**config.mk**
```make
export PLATFORM = sky130hd
export DESIGN_NAME = clock_manager
export DESIGN_NICKNAME = d
export VERILOG_FILES = /design/src/rtl/clock_manager.sv
export SDC_FILE = /design/constraint.sdc
export NUM_CORES = 1
export LEC_CHECK = 0
export CORE_UTILIZATION = 35
export DETAILED_ROUTE_END_ITERATION = 12
export GPL_TIMING_DRIVEN = 1
export PLACE_DENSITY = 0.49
export SLEW_MARGIN = 20
export SYNTH_ARGS = -nofsm -noshare
export SYNTH_HDL_FRONTEND = slang
export SYNTH_SLANG_ARGS = --single-unit
```
**constraint.sdc**
```tcl
create_clock -name clk -period 1.7 [get_ports clk]
set_input_delay 0.425 -clock clk [delete_from_list [all_inputs] [get_ports clk]]
set_output_delay 0.425 -clock clk [all_outputs]
set_load 0.02 [all_outputs]
```
**src/rtl/clock_manager.sv**
```systemverilog
// Post-PLL clock and reset manager: synchronises the PLL lock flag, qualifies it for
// LOCK_CYCLES, releases a registered system reset and generates divided clock enables.
module clock_manager #(
    parameter int                          NUM_EN      = 2,
    parameter int                          DIV_WIDTH   = 16,
    parameter logic [NUM_EN*DIV_WIDTH-1:0] DIVISORS    = {16'd4, 16'd2},
    parameter int                          LOCK_CYCLES = 1024,
    parameter int                          SYNC_STAGES = 2
) (
    input  logic              clk,
    input  logic              resetn,
    input  logic              locked,
    input  logic              clear_lost,
    output logic              sys_resetn,
    output logic              ready,
    output logic [NUM_EN-1:0] ce,
    output logic              lock_lost,
    output logic [7:0]        lost_count
);

    localparam int            CW        = (LOCK_CYCLES > 1) ? $clog2(LOCK_CYCLES) : 1;
    localparam logic [CW-1:0] STAB_LAST = CW'(LOCK_CYCLES - 1);

    typedef enum logic [1:0] {
        WAIT_LOCK = 2'd0,
        STABLE    = 2'd1,
        RUN       = 2'd2
    } state_t;

    state_t                 state_q, state_d;
    logic [SYNC_STAGES-1:0] sync_q;
    logic                   locked_s;
    logic [CW-1:0]          stab_q, stab_d;
    logic                   loss_ev;
    logic                   sys_resetn_q;
    logic                   lock_lost_q, lock_lost_d;
    logic [7:0]             lost_count_q, lost_count_d;

    // locked is asynchronous to clk; only the last synchroniser stage is used.
    always_ff @(posedge clk or negedge resetn) begin
        if (!resetn) begin
            sync_q <= '0;
        end else begin
            sync_q <= {sync_q[SYNC_STAGES-2:0], locked};
        end
    end

    assign locked_s = sync_q[SYNC_STAGES-1];

    always_ff @(posedge clk or negedge resetn) begin
        if (!resetn) begin
            state_q      <= WAIT_LOCK;
            stab_q       <= '0;
            sys_resetn_q <= 1'b0;
            lock_lost_q  <= 1'b0;
            lost_count_q <= 8'd0;
        end else begin
            state_q      <= state_d;
            stab_q       <= stab_d;
            sys_resetn_q <= (state_d == RUN);
            lock_lost_q  <= lock_lost_d;
            lost_count_q <= lost_count_d;
        end
    end

    always_comb begin
        state_d = state_q;
        stab_d  = stab_q;
        loss_ev = 1'b0;
        case (state_q)
            WAIT_LOCK: begin
                if (locked_s) begin
                    state_d = STABLE;
                    stab_d  = '0;
                end
            end
            STABLE: begin
                if (!locked_s) begin
                    state_d = WAIT_LOCK;
                    stab_d  = '0;
                end else if (stab_q == STAB_LAST) begin
                    state_d = RUN;
                    stab_d  = '0;
                end else begin
                    stab_d = stab_q + 1'b1;
                end
            end
            RUN: begin
                if (!locked_s) begin
                    state_d = WAIT_LOCK;
                    loss_ev = 1'b1;
                end
            end
            default: begin
                state_d = WAIT_LOCK;
                stab_d  = '0;
            end
        endcase
    end

    // A loss in the same cycle as clear_lost wins and restarts the count at 1.
    always_comb begin
        lock_lost_d  = lock_lost_q;
        lost_count_d = lost_count_q;
        if (loss_ev) begin
            lock_lost_d  = 1'b1;
            lost_count_d = clear_lost ? 8'd1
                         : (lost_count_q == 8'hff) ? lost_count_q : lost_count_q + 8'd1;
        end else if (clear_lost) begin
            lock_lost_d  = 1'b0;
            lost_count_d = 8'd0;
        end
    end

    // Counter holds (k-1) mod DIV during RUN cycle k, so the strobe for cycle k is
    // registered on the edge that starts that cycle.
    for (genvar i = 0; i < NUM_EN; i++) begin : g_ch
        localparam logic [DIV_WIDTH-1:0] DIV    = DIVISORS[i*DIV_WIDTH +: DIV_WIDTH];
        localparam logic [DIV_WIDTH-1:0] DIV_M1 = DIV - 1'b1;

        logic [DIV_WIDTH-1:0] cnt_q, cnt_d;
        logic                 ce_q, ce_d;

        always_comb begin
            cnt_d = '0;
            ce_d  = 1'b0;
            if ((state_d == RUN) && (DIV != '0)) begin
                if ((state_q == RUN) && (cnt_q != DIV_M1)) begin
                    cnt_d = cnt_q + 1'b1;
                end
                ce_d = (cnt_d == DIV_M1);
            end
        end

        always_ff @(posedge clk or negedge resetn) begin
            if (!resetn) begin
                cnt_q <= '0;
                ce_q  <= 1'b0;
            end else begin
                cnt_q <= cnt_d;
                ce_q  <= ce_d;
            end
        end

        assign ce[i] = ce_q;
    end

    assign sys_resetn = sys_resetn_q;
    assign ready      = (state_q == RUN);
    assign lock_lost  = lock_lost_q;
    assign lost_count = lost_count_q;

endmodule

```
**After elaboration in Yosys (flattened, before gate mapping)**

Cells that the tools add are included.

- Memories kept: 0
- Flip-flop bits (word level): 58
- Input bits: 4
- ROM bits: 0
- Bits in latches: 0
- RAM bits: 0
- Word-level logic and storage cells: 57

- Shift-type cells: 0
- Order comparisons: 0
- $add $sub $neg: 4
- Reduce and logical (&&, ||, !) cells: 6
- Multiply operators: 0
- Muxes and demuxes: 25
- Bitwise gates (word level): 1
- Eq/ne operators: 11
- Divide/modulo/power cells: 0

Operators with widths:

| operator | number |
|---|---|
| 16-bit 2-to-1 mux | 6 |
| 16-bit by 1-bit adder with 16-bit output (second input constant) | 2 |
| 8-bit 2-to-1 mux | 4 |
| 10-bit 2-to-1 mux | 3 |
| 10-bit one-hot mux with 3 select lines | 1 |
| 16-bit by 1-bit == test with 1-bit output (second input constant) | 1 |
| 16-bit by 2-bit == test with 1-bit output (second input constant) | 1 |
| 16-bit by 1-bit != test with 1-bit output (second input constant) | 1 |
| 16-bit by 2-bit != test with 1-bit output (second input constant) | 1 |
| 10-bit by 1-bit adder with 10-bit output (second input constant) | 1 |
| 10-bit == test (second input constant) | 1 |
| 8-bit by 1-bit adder with 8-bit output (second input constant) | 1 |
| 8-bit == test (second input constant) | 1 |
| 2-bit 2-to-1 mux | 4 |
| 1-bit 2-to-1 mux | 6 |
| 2-bit one-hot mux with 3 select lines | 1 |
| 2-bit == test (second input constant) | 2 |
| 2-bit != test (second input constant) | 2 |
| 2-bit AND reduction | 2 |
| 2-bit by 1-bit == test with 1-bit output (second input constant) | 1 |
| 1-bit logical AND | 2 |
| 2-bit zero test | 1 |
| 2-bit nonzero test | 1 |
| 1-bit inverter | 1 |

**Logic depth before layout (Yosys ltp)**

Gate-level depths: netlist (run 1).

- Depth after elaboration: 8
- Gate-level depth with buffers: 7
- Gate-level depth less buffers: 7

**Worst setup path after synthesis (run 1)**

No wires, ideal clock.

- Path kind: reg-to-reg
- Start point: register g_ch[1].cnt_q[0]
- End point: register g_ch[1].ce_q
- Path slack: -0.153 ns
- Stages on the path, launching flop included: 7
- Clock period less this slack: 1.853 ns
- Arrival time: 1.785 ns
- Required time: 1.632 ns
- Buffers on the path: 0
- Cell sequence: dfrtp_1 -> ha_1 -> nand4_4 -> nor4_4 -> nand4b_1 -> a2111oi_2 -> and4bb_1

- Word-level cells in the longest chain between the ends: 6
- Elaborated cells between the ends (all ways): 7

RTL lines:

| what | RTL line | text |
|---|---|---|
| start: declaration | 121 | `logic [DIV_WIDTH-1:0] cnt_q, cnt_d;` |
| start signal: assignment | 140 | `cnt_q <= cnt_d;` |
| branches (longest 2 deep; another with 16-bit by 1-bit adder with 16-bit output) | -- |  |
| 16-bit 2-to-1 mux (*) | 128 | `if ((state_q == RUN) && (cnt_q != DIV_M1)) begin` |
| 16-bit 2-to-1 mux (*) | 127 | `if ((state_d == RUN) && (DIV != '0)) begin` |
| 16-bit by 2-bit == test with 1-bit output (*) | 131 | `ce_d = (cnt_d == DIV_M1);` |
| 1-bit 2-to-1 mux (*) | 127 |  |
| via g_ch[1].ce_d | 122 | `logic ce_q, ce_d;` |
| end signal: assignment | 138 | `ce_q <= 1'b0;` |
| end signal: assignment | 141 | `ce_q <= ce_d;` |
| end: declaration | 122 |  |

Mark *: on every way through the listed nets, which the timed path passes. The select of a mux whose other input is x is not followed.
A chain may end at the register's enable or synchronous reset.

**Final worst setup path (run 1)**

- Start point: register g_ch[1].cnt_q[1]
- End point: register g_ch[1].ce_q

Same word-level chain as after synthesis.

==> results of run 1 <==
==> logic make-up (layout without fill, tap and decap cells) <==
logic type,Yosys count,after routing
compound gates,36,36
mux,2,2
simple gates,157,157
xor+xnor,39,39
fa+ha+maj,5,5
flops,58,58
buf+inv,21,105
==> layout by cell type, fill, tap and decap left out, types with 5 or more instances in the layout <==
cell / count
buf_4: 60
nand2_1: 24
nor2b_1: 5
nand4_1: 12
xor2_1: 21
dlygate4sd2_1: 12
nor3_1: 6
nand3_1: 21
xnor2_1: 16
inv_1: 10
clkbuf_8: 12
dfrtp_1: 55
o21ai_0: 10
nor2_1: 49
nor4_1: 5
==> power breakdown <==
part / internal (mW) / leakage, nW / switching [mW]
logic: 0.0335 / 0.872 / 0.0545
clock network: 0.643 / 0.0944 / 0.583
registers: 1.39 / 0.797 / 0.00722
total: 2.06 / 1.76 / 0.645
==> layer usage <==
metal | up-vias | GRT usage
li1 | 1277 | -
met1 | 1236 | 0.2260
met2 | 36 | 0.2649
met3 | 9 | 0.03589
met4 | 0 | 0.07463
met5 | - | 0
==> Yosys cell counts (2+ instances only) <==
library cell | n | share of area
nor4_1 | 7 | 0.014
clkbuf_1 | 4 | 0.0049
o22ai_1 | 3 | 0.0061
nor2_1 | 50 | 0.061
nand4b_1 | 3 | 0.0086
nor2b_1 | 5 | 0.010
nand4_1 | 12 | 0.024
mux2i_1 | 2 | 0.0065
inv_1 | 10 | 0.012
ha_1 | 5 | 0.020
nand2b_1 | 4 | 0.0082
o21a_1 | 2 | 0.0049
a2111oi_2 | 2 | 0.0098
o31ai_1 | 3 | 0.0073
nor3_1 | 7 | 0.011
and3_1 | 3 | 0.0061
buf_2 | 4 | 0.0065
xor2_1 | 21 | 0.060
a31oi_1 | 3 | 0.0061
dfrtp_1 | 58 | 0.47
xnor2_1 | 18 | 0.051
o21ai_0 | 11 | 0.018
nand3_1 | 23 | 0.038
nand2_1 | 26 | 0.032
nor3_2 | 3 | 0.0098
and4_1 | 3 | 0.0086
buf_4 | 2 | 0.0049
==> metrics by stage <==
step           hold slack, ns  cells  worst slack, ns  utilization
6_report              0.05721    507         -0.05799       0.4935
5_1_grt                0.1040    507          -0.1402       0.4935
4_1_cts               0.08737    500         -0.07793       0.4818
3_5_place_dp           0.3615    482         -0.06448       0.4502
3_3_place_gp           0.3727    482         -0.04639       0.4502
2_1_floorplan          0.1294    318         -0.01049            -
==> layout make-up <==
type | instances | area share
multi-input combinational | 239 | 0.4046
sequential | 58 | 0.3535
timing repair buffer | 79 | 0.1547
clock buffer | 12 | 0.04012
tap | 105 | 0.03191
inverter | 10 | 0.009119
clock inverter | 4 | 0.006079
==> state kept, by name, summed over array words and instances (netlist names) <==
register,count
g_ch.cnt_q,32
stab_q,10
lost_count,8
g_ch.ce_q,2
state_q,2
sync_q,2
lock_lost,1
sys_resetn,1
==> path summary, 6_finish.rpt <==
kind / from / end / slack, ns / cells past startpoint
worst max-delay path: g_ch[1].cnt_q[1] / g_ch[1].ce_q / -0.06 / 6
worst min-delay path: resetn / lost_count[5] / 0.06 / 2
worst max register to register: g_ch[1].cnt_q[1] / g_ch[1].ce_q / -0.06 / 6
worst min register to register: sync_q[0] / sync_q[1] / 0.37 / 0
max in group asynchronous: resetn / g_ch[1].cnt_q[4] / 1.33 / 2
min in group clk: sync_q[0] / sync_q[1] / 0.37 / 0
==> what timing repair did <==
item,4_1_cts,5_1_grt
setup buffers,2,7
endpoints found under the setup margin,15,11
hold buffers,0,0
pin swaps,8,3
gates resized for setup,28,13
==> worst max-delay path, stage by stage (launching register included) <==
cell and delay (ns):
dfrtp_1 0.41, ha_4 0.18, nand4_4 0.12, nor4_4 0.05, or3_1 0.33, a2111oi_2 0.37, and4bb_1 0.24
==> impl_metrics.json, run 1 <==
{
  "first_global_vias": 2506,
  "coreArea_sq_um": 8341,
  "final_antenna_net_count": 0,
  "end_kind": "register",
  "die_area_sq_um": 9133,
  "cts_buffers": 9,
  "total_power_mw": 2.708,
  "worstPathMaxFanout": 4,
  "gr-usage-all-layers": 0.1698,
  "htreeDepth": 3,
  "wl_met2_microns": 3217,
  "hpwl_microns": 4825,
  "yosys_warnings": 0,
  "finalInstanceArea_sq_um": 4116,
  "p_leak_nw": 1.763,
  "syn_area_sq_um": 3064,
  "period_share": 1.034,
  "synth.distinct_cells": 51,
  "async_flop_share": 1.000,
  "vdd_ir_drop_max_v": 0.0004110,
  "place.gp.congestion": 0.8145,
  "numClockSinks": 58,
  "first_pass_iters": 4,
  "violations": "setup timing",
  "wl_met3_microns": 258,
  "gr-total-overflow": 0,
  "critPathArrivalTime_ns": 2.03,
  "finalWorstSetupSlack_ns": -0.05799,
  "grt_start_max_net_pins": 59,
  "fillers": 806,
  "synth_simple_gate_area_frac": 0.2715,
  "synth_compound_area_frac": 0.08657,
  "drt_iter0_drc": 130,
  "top_layer_used": "met4",
  "synth_edf_count": 0,
  "hold_viol": 0,
  "ys_seq_area_frac": 0.4737,
  "synth_seq_cells": 58,
  "synth_top_family_by_area": "simple AND/OR/NAND/NOR gates",
  "setup_viol": 1,
  "final.setup_skew_ns": 0.01294,
  "synth_fa_ha_area_frac": 0.02042,
  "synthXorXnorAreaFrac": 0.1115,
  "antenna_found_initial": 0,
  "die_h_microns": 95.57,
  "clkLatencyLatePin_ns": 0.35,
  "drc": 0,
  "placed_cell_area_sq_um": 3755,
  "rsz0062_at_grt": "yes",
  "seq_area_sq_um": 1455,
  "layout-drive-gt1-share": 0.2836,
  "slew_viol_final": 0,
  "synthToLayoutAreaGrowth_pct": 34.34,
  "syn-num-nets": 327,
  "die_width_microns": 95.57,
  "fin_crit_ns": 1.758,
  "io_pins": 17,
  "worst_pin_slew_ns": 0.4766,
  "cts_tree": "yes",
  "tns_ns": -0.05799,
  "start_util": 0.3674,
  "grt_pass1_wl_microns": 11840,
  "powerDensity_nw_per_um2": 658.0,
  "multiInputGateArea_sq_um": 1665,
  "fin_nets": 406,
  "path_clk_slew_ns": 0.07,
  "via_count": 2558,
  "via_per_inst": 5.045,
  "fp-row-count": 33,
  "totalWireLength_microns": 6919,
  "postSynthAreaPerCell_sq_um": 9.636,
  "path_class": "register to register",
  "wl_per_cell_microns": 13.65,
  "synth_cells": 318,
  "clockBufferDepth": 2,
  "root_buffer": "clkbuf_8",
  "cp.required_ns": 1.98,
  "status": "complete, but fails checks",
  "muxShareOfSynthArea": 0.006533,
  "timing.fmax_mhz": 568.8,
  "port_buffers": 16,
  "maxCapViolations": 0,
  "wl_met1_microns": 3318,
  "slew_headroom": 0.6811,
  "diodes": 0,
  "start_kind": "register",
  "synth_flop_cell": "dfrtp_1",
  "hold_class": "input port to asynchronous set/reset pin"
}
(Power assumes the default switching activity.)
==> run 2: changes to the inputs <==
CORE_MARGIN = 4   (was not set)
SKIP_LAST_GASP = 1   (was not set)
SLEW_MARGIN = not set   (was 20)
==> run 2 against run 1 <==
Against the previous run: the run still ends with setup timing left; first-iteration DRC count shrank 30%; count of clock-buffer cells in the layout decreased by 1; worst hold slack better by 0.033 ns; largest cell class unchanged; design area increased by 1.4%; clock skew fell by 0.0059 ns; maximum frequency rose by 1.6%; combinational power grew 2.8%; global-route usage shrank 2.0 points; die area up 13%.
==> impl_metrics.json, run 2 (synthesis gave the netlist of run 1 again) <==
{
  "wl_per_cell_microns": 13.60,
  "final_cells": 513,
  "numClockSinks": 58,
  "maxCapViolations": 0,
  "gr-total-overflow": 0,
  "worstPathMaxFanout": 5,
  "slew_viol_final": 0,
  "drc": 0,
  "fin_util": 0.4978,
  "slew_headroom": 0.7048,
  "cts_buffers": 9,
  "path_class": "register to register",
  "setup_viol": 2,
  "start_util": 0.3656,
  "clockBufferDepth": 2,
  "rsz0062_at_grt": "yes",
  "final_cell_mix": "buf_4, dfrtp_1, nor2_1",
  "crit_path_top_delay_cell": "dfrtp_2",
  "reg2reg_depth": 6,
  "violations": "setup timing",
  "start_kind": "register",
  "timing.fmax_mhz": 578.1,
  "path_clk_slew_ns": 0.07,
  "first_pass_iters": 4,
  "max_stage_delay_ns": 0.42,
  "p_comb_frac": 0.033,
  "diodes": 0,
  "layout-drive-gt1-share": 0.2892,
  "cts_tree": "yes",
  "grt_start_max_net_pins": 59,
  "final_antenna_net_count": 0,
  "place.gp.congestion": 0.8095,
  "r2r_end": "g_ch[1].ce_q",
  "p_clk_frac": 0.461,
  "critical_path_depth": 6,
  "die_area_sq_um": 10320,
  "drt_iter0_drc": 91,
  "fp-row-count": 33,
  "cp.required_ns": 1.97,
  "coreArea_sq_um": 8382,
  "crit_start": "g_ch[1].cnt_q[0]",
  "die_width_microns": 101.6,
  "crit_buf_inv": 0,
  "endpoint": "g_ch[1].ce_q",
  "hpwl_microns": 4739,
  "end_kind": "register",
  "gr-usage-all-layers": 0.1494,
  "io_pins": 17,
  "worst_pin_slew_ns": 0.4411,
  "fin_crit_ns": 1.730,
  "via_per_inst": 4.957,
  "r2r_start": "g_ch[1].cnt_q[0]",
  "powerDensity_nw_per_um2": 660.8,
  "p_leak_nw": 1.838,
  "pre_cts_slack_ns": -0.02978,
  "fin_nets": 414,
  "clkLatencyLatePin_ns": 0.33,
  "htreeDepth": 3,
  "crit_chain": "ha_4 > nand4_4 > nor4_4 > or3_1 > a2111oi_2 > and4bb_1",
  "critPathArrivalTime_ns": 2.00,
  "vdd_ir_drop_max_v": 0.0003654,
  "cell_internal_pwr_mw": 2.158,
  "pwr-share-seq": 0.506,
  "port_buffers": 16,
  "top_register": "g_ch.cnt_q",
  "root_buffer": "clkbuf_8",
  "period_share": 1.017,
  "hold_viol": 0,
  "antenna_found_initial": 0,
  "first_global_vias": 2525,
  "grt_pass1_wl_microns": 12160,
  "r2r_slack_ns": -0.03,
  "ctsHoldBuffers": 0,
  "finalWorstSetupSlack_ns": -0.02975,
  "via_count": 2543,
  "placed_cells_incl_taps": 488,
  "tns_ns": -0.03668,
  "status": "complete, but fails checks",
  "totalWireLength_microns": 6978,
  "crit_family": "simple AND/OR/NAND/NOR gates",
  "switchingPower_uw": 599.4,
  "final.setup_skew_ns": 0.007078,
  "die_h_microns": 101.6,
  "total_power_mw": 2.757,
  "mostFrequentLayoutCell": "buf_4",
  "largest_register_ffs": 32,
  "hold_class": "input port to asynchronous set/reset pin",
  "p_sw_frac": 0.2174,
  "synthToLayoutAreaGrowth_pct": 36.18
}
-- run 2: cell types whose count changed in the layout (fill, tap and decap cells not counted), sizes merged --
cell | before | now
clkinvlp | 2 | 0
clkdlybuf4s15 | 0 | 1
clkbuf | 13 | 12
buf | 64 | 71
bufinv | 0 | 1
-- run 2: stage by stage --
step,hold WS [ns],cell area (sq um)
final,0.09028,4173
after global routing,0.09493,4173
after CTS,0.08800,4008
after detailed placement,0.3394,3787
after global placement,0.3356,3787
after floorplan,0.1294,3093
-- run 2: how the worst min path moves through the flow --
stage	startpoint	to	slack [ns]	cells past startpoint
4_1_cts	resetn	lost_count[3]	0.09	2
6_report	resetn	lost_count[3]	0.09	2
5_1_grt	resetn	lost_count[3]	0.09	2
3_3_place_gp	sync_q[0]	sync_q[1]	0.34	0
2_1_floorplan	resetn	g_ch[0].ce_q	0.13	0
3_5_place_dp	sync_q[0]	sync_q[1]	0.34	0
-- run 2: area by class of cell --
cell class,instances,area [sq um]
tap,105,131.4
sequential,58,1455
timing repair buffer,87,688.2
multi-input combinational,239,1669
inverter,10,37.54
fill,793,4209
clock inverter,3,40.04
clock buffer,11,151.4
-- run 2: worst reg2reg max path: stages, from the launching register on --
cell	delay, ns
dfrtp_2	0.42
ha_4	0.17
nand4_4	0.13
nor4_4	0.05
or3_1	0.33
a2111oi_2	0.35
and4bb_1	0.22
-- run 2: power by group through the flow --
stage | Combinational, mW | Clock [mW] | Sequential [mW]
after CTS | 0.0816 | 1.32 | 1.39
after detailed placement | 0.0809 | 0 | 1.42
final | 0.0905 | 1.27 | 1.39
after global placement | 0.0788 | 0 | 1.42
after global routing | 0.104 | 1.38 | 1.39
after floorplan | 0.0239 | 0 | 1.42
-- run 2: repair_timing --
action	CTS	global route
setup endpoints to repair	31	21
endpoints found under the hold margin	0	0
resized for setup	19	21
cloned	0	1
pin swaps	1	17
buffers inserted	1	10
-- run 2: routing by layer --
layer  wire [microns]  global-route usage  vias up
met5                0                   0        -
met4               76             0.07055        0
met3              193             0.03237        6
met2             3168              0.2128       25
met1             3539              0.2150     1223
li1                 -                   -     1289
==> run 3: changes to the inputs <==
CTS_CLUSTER_SIZE = 25   (was not set)
==> results of run 3 <==
Final layout, timing and power as in run 2 (identical DEF).
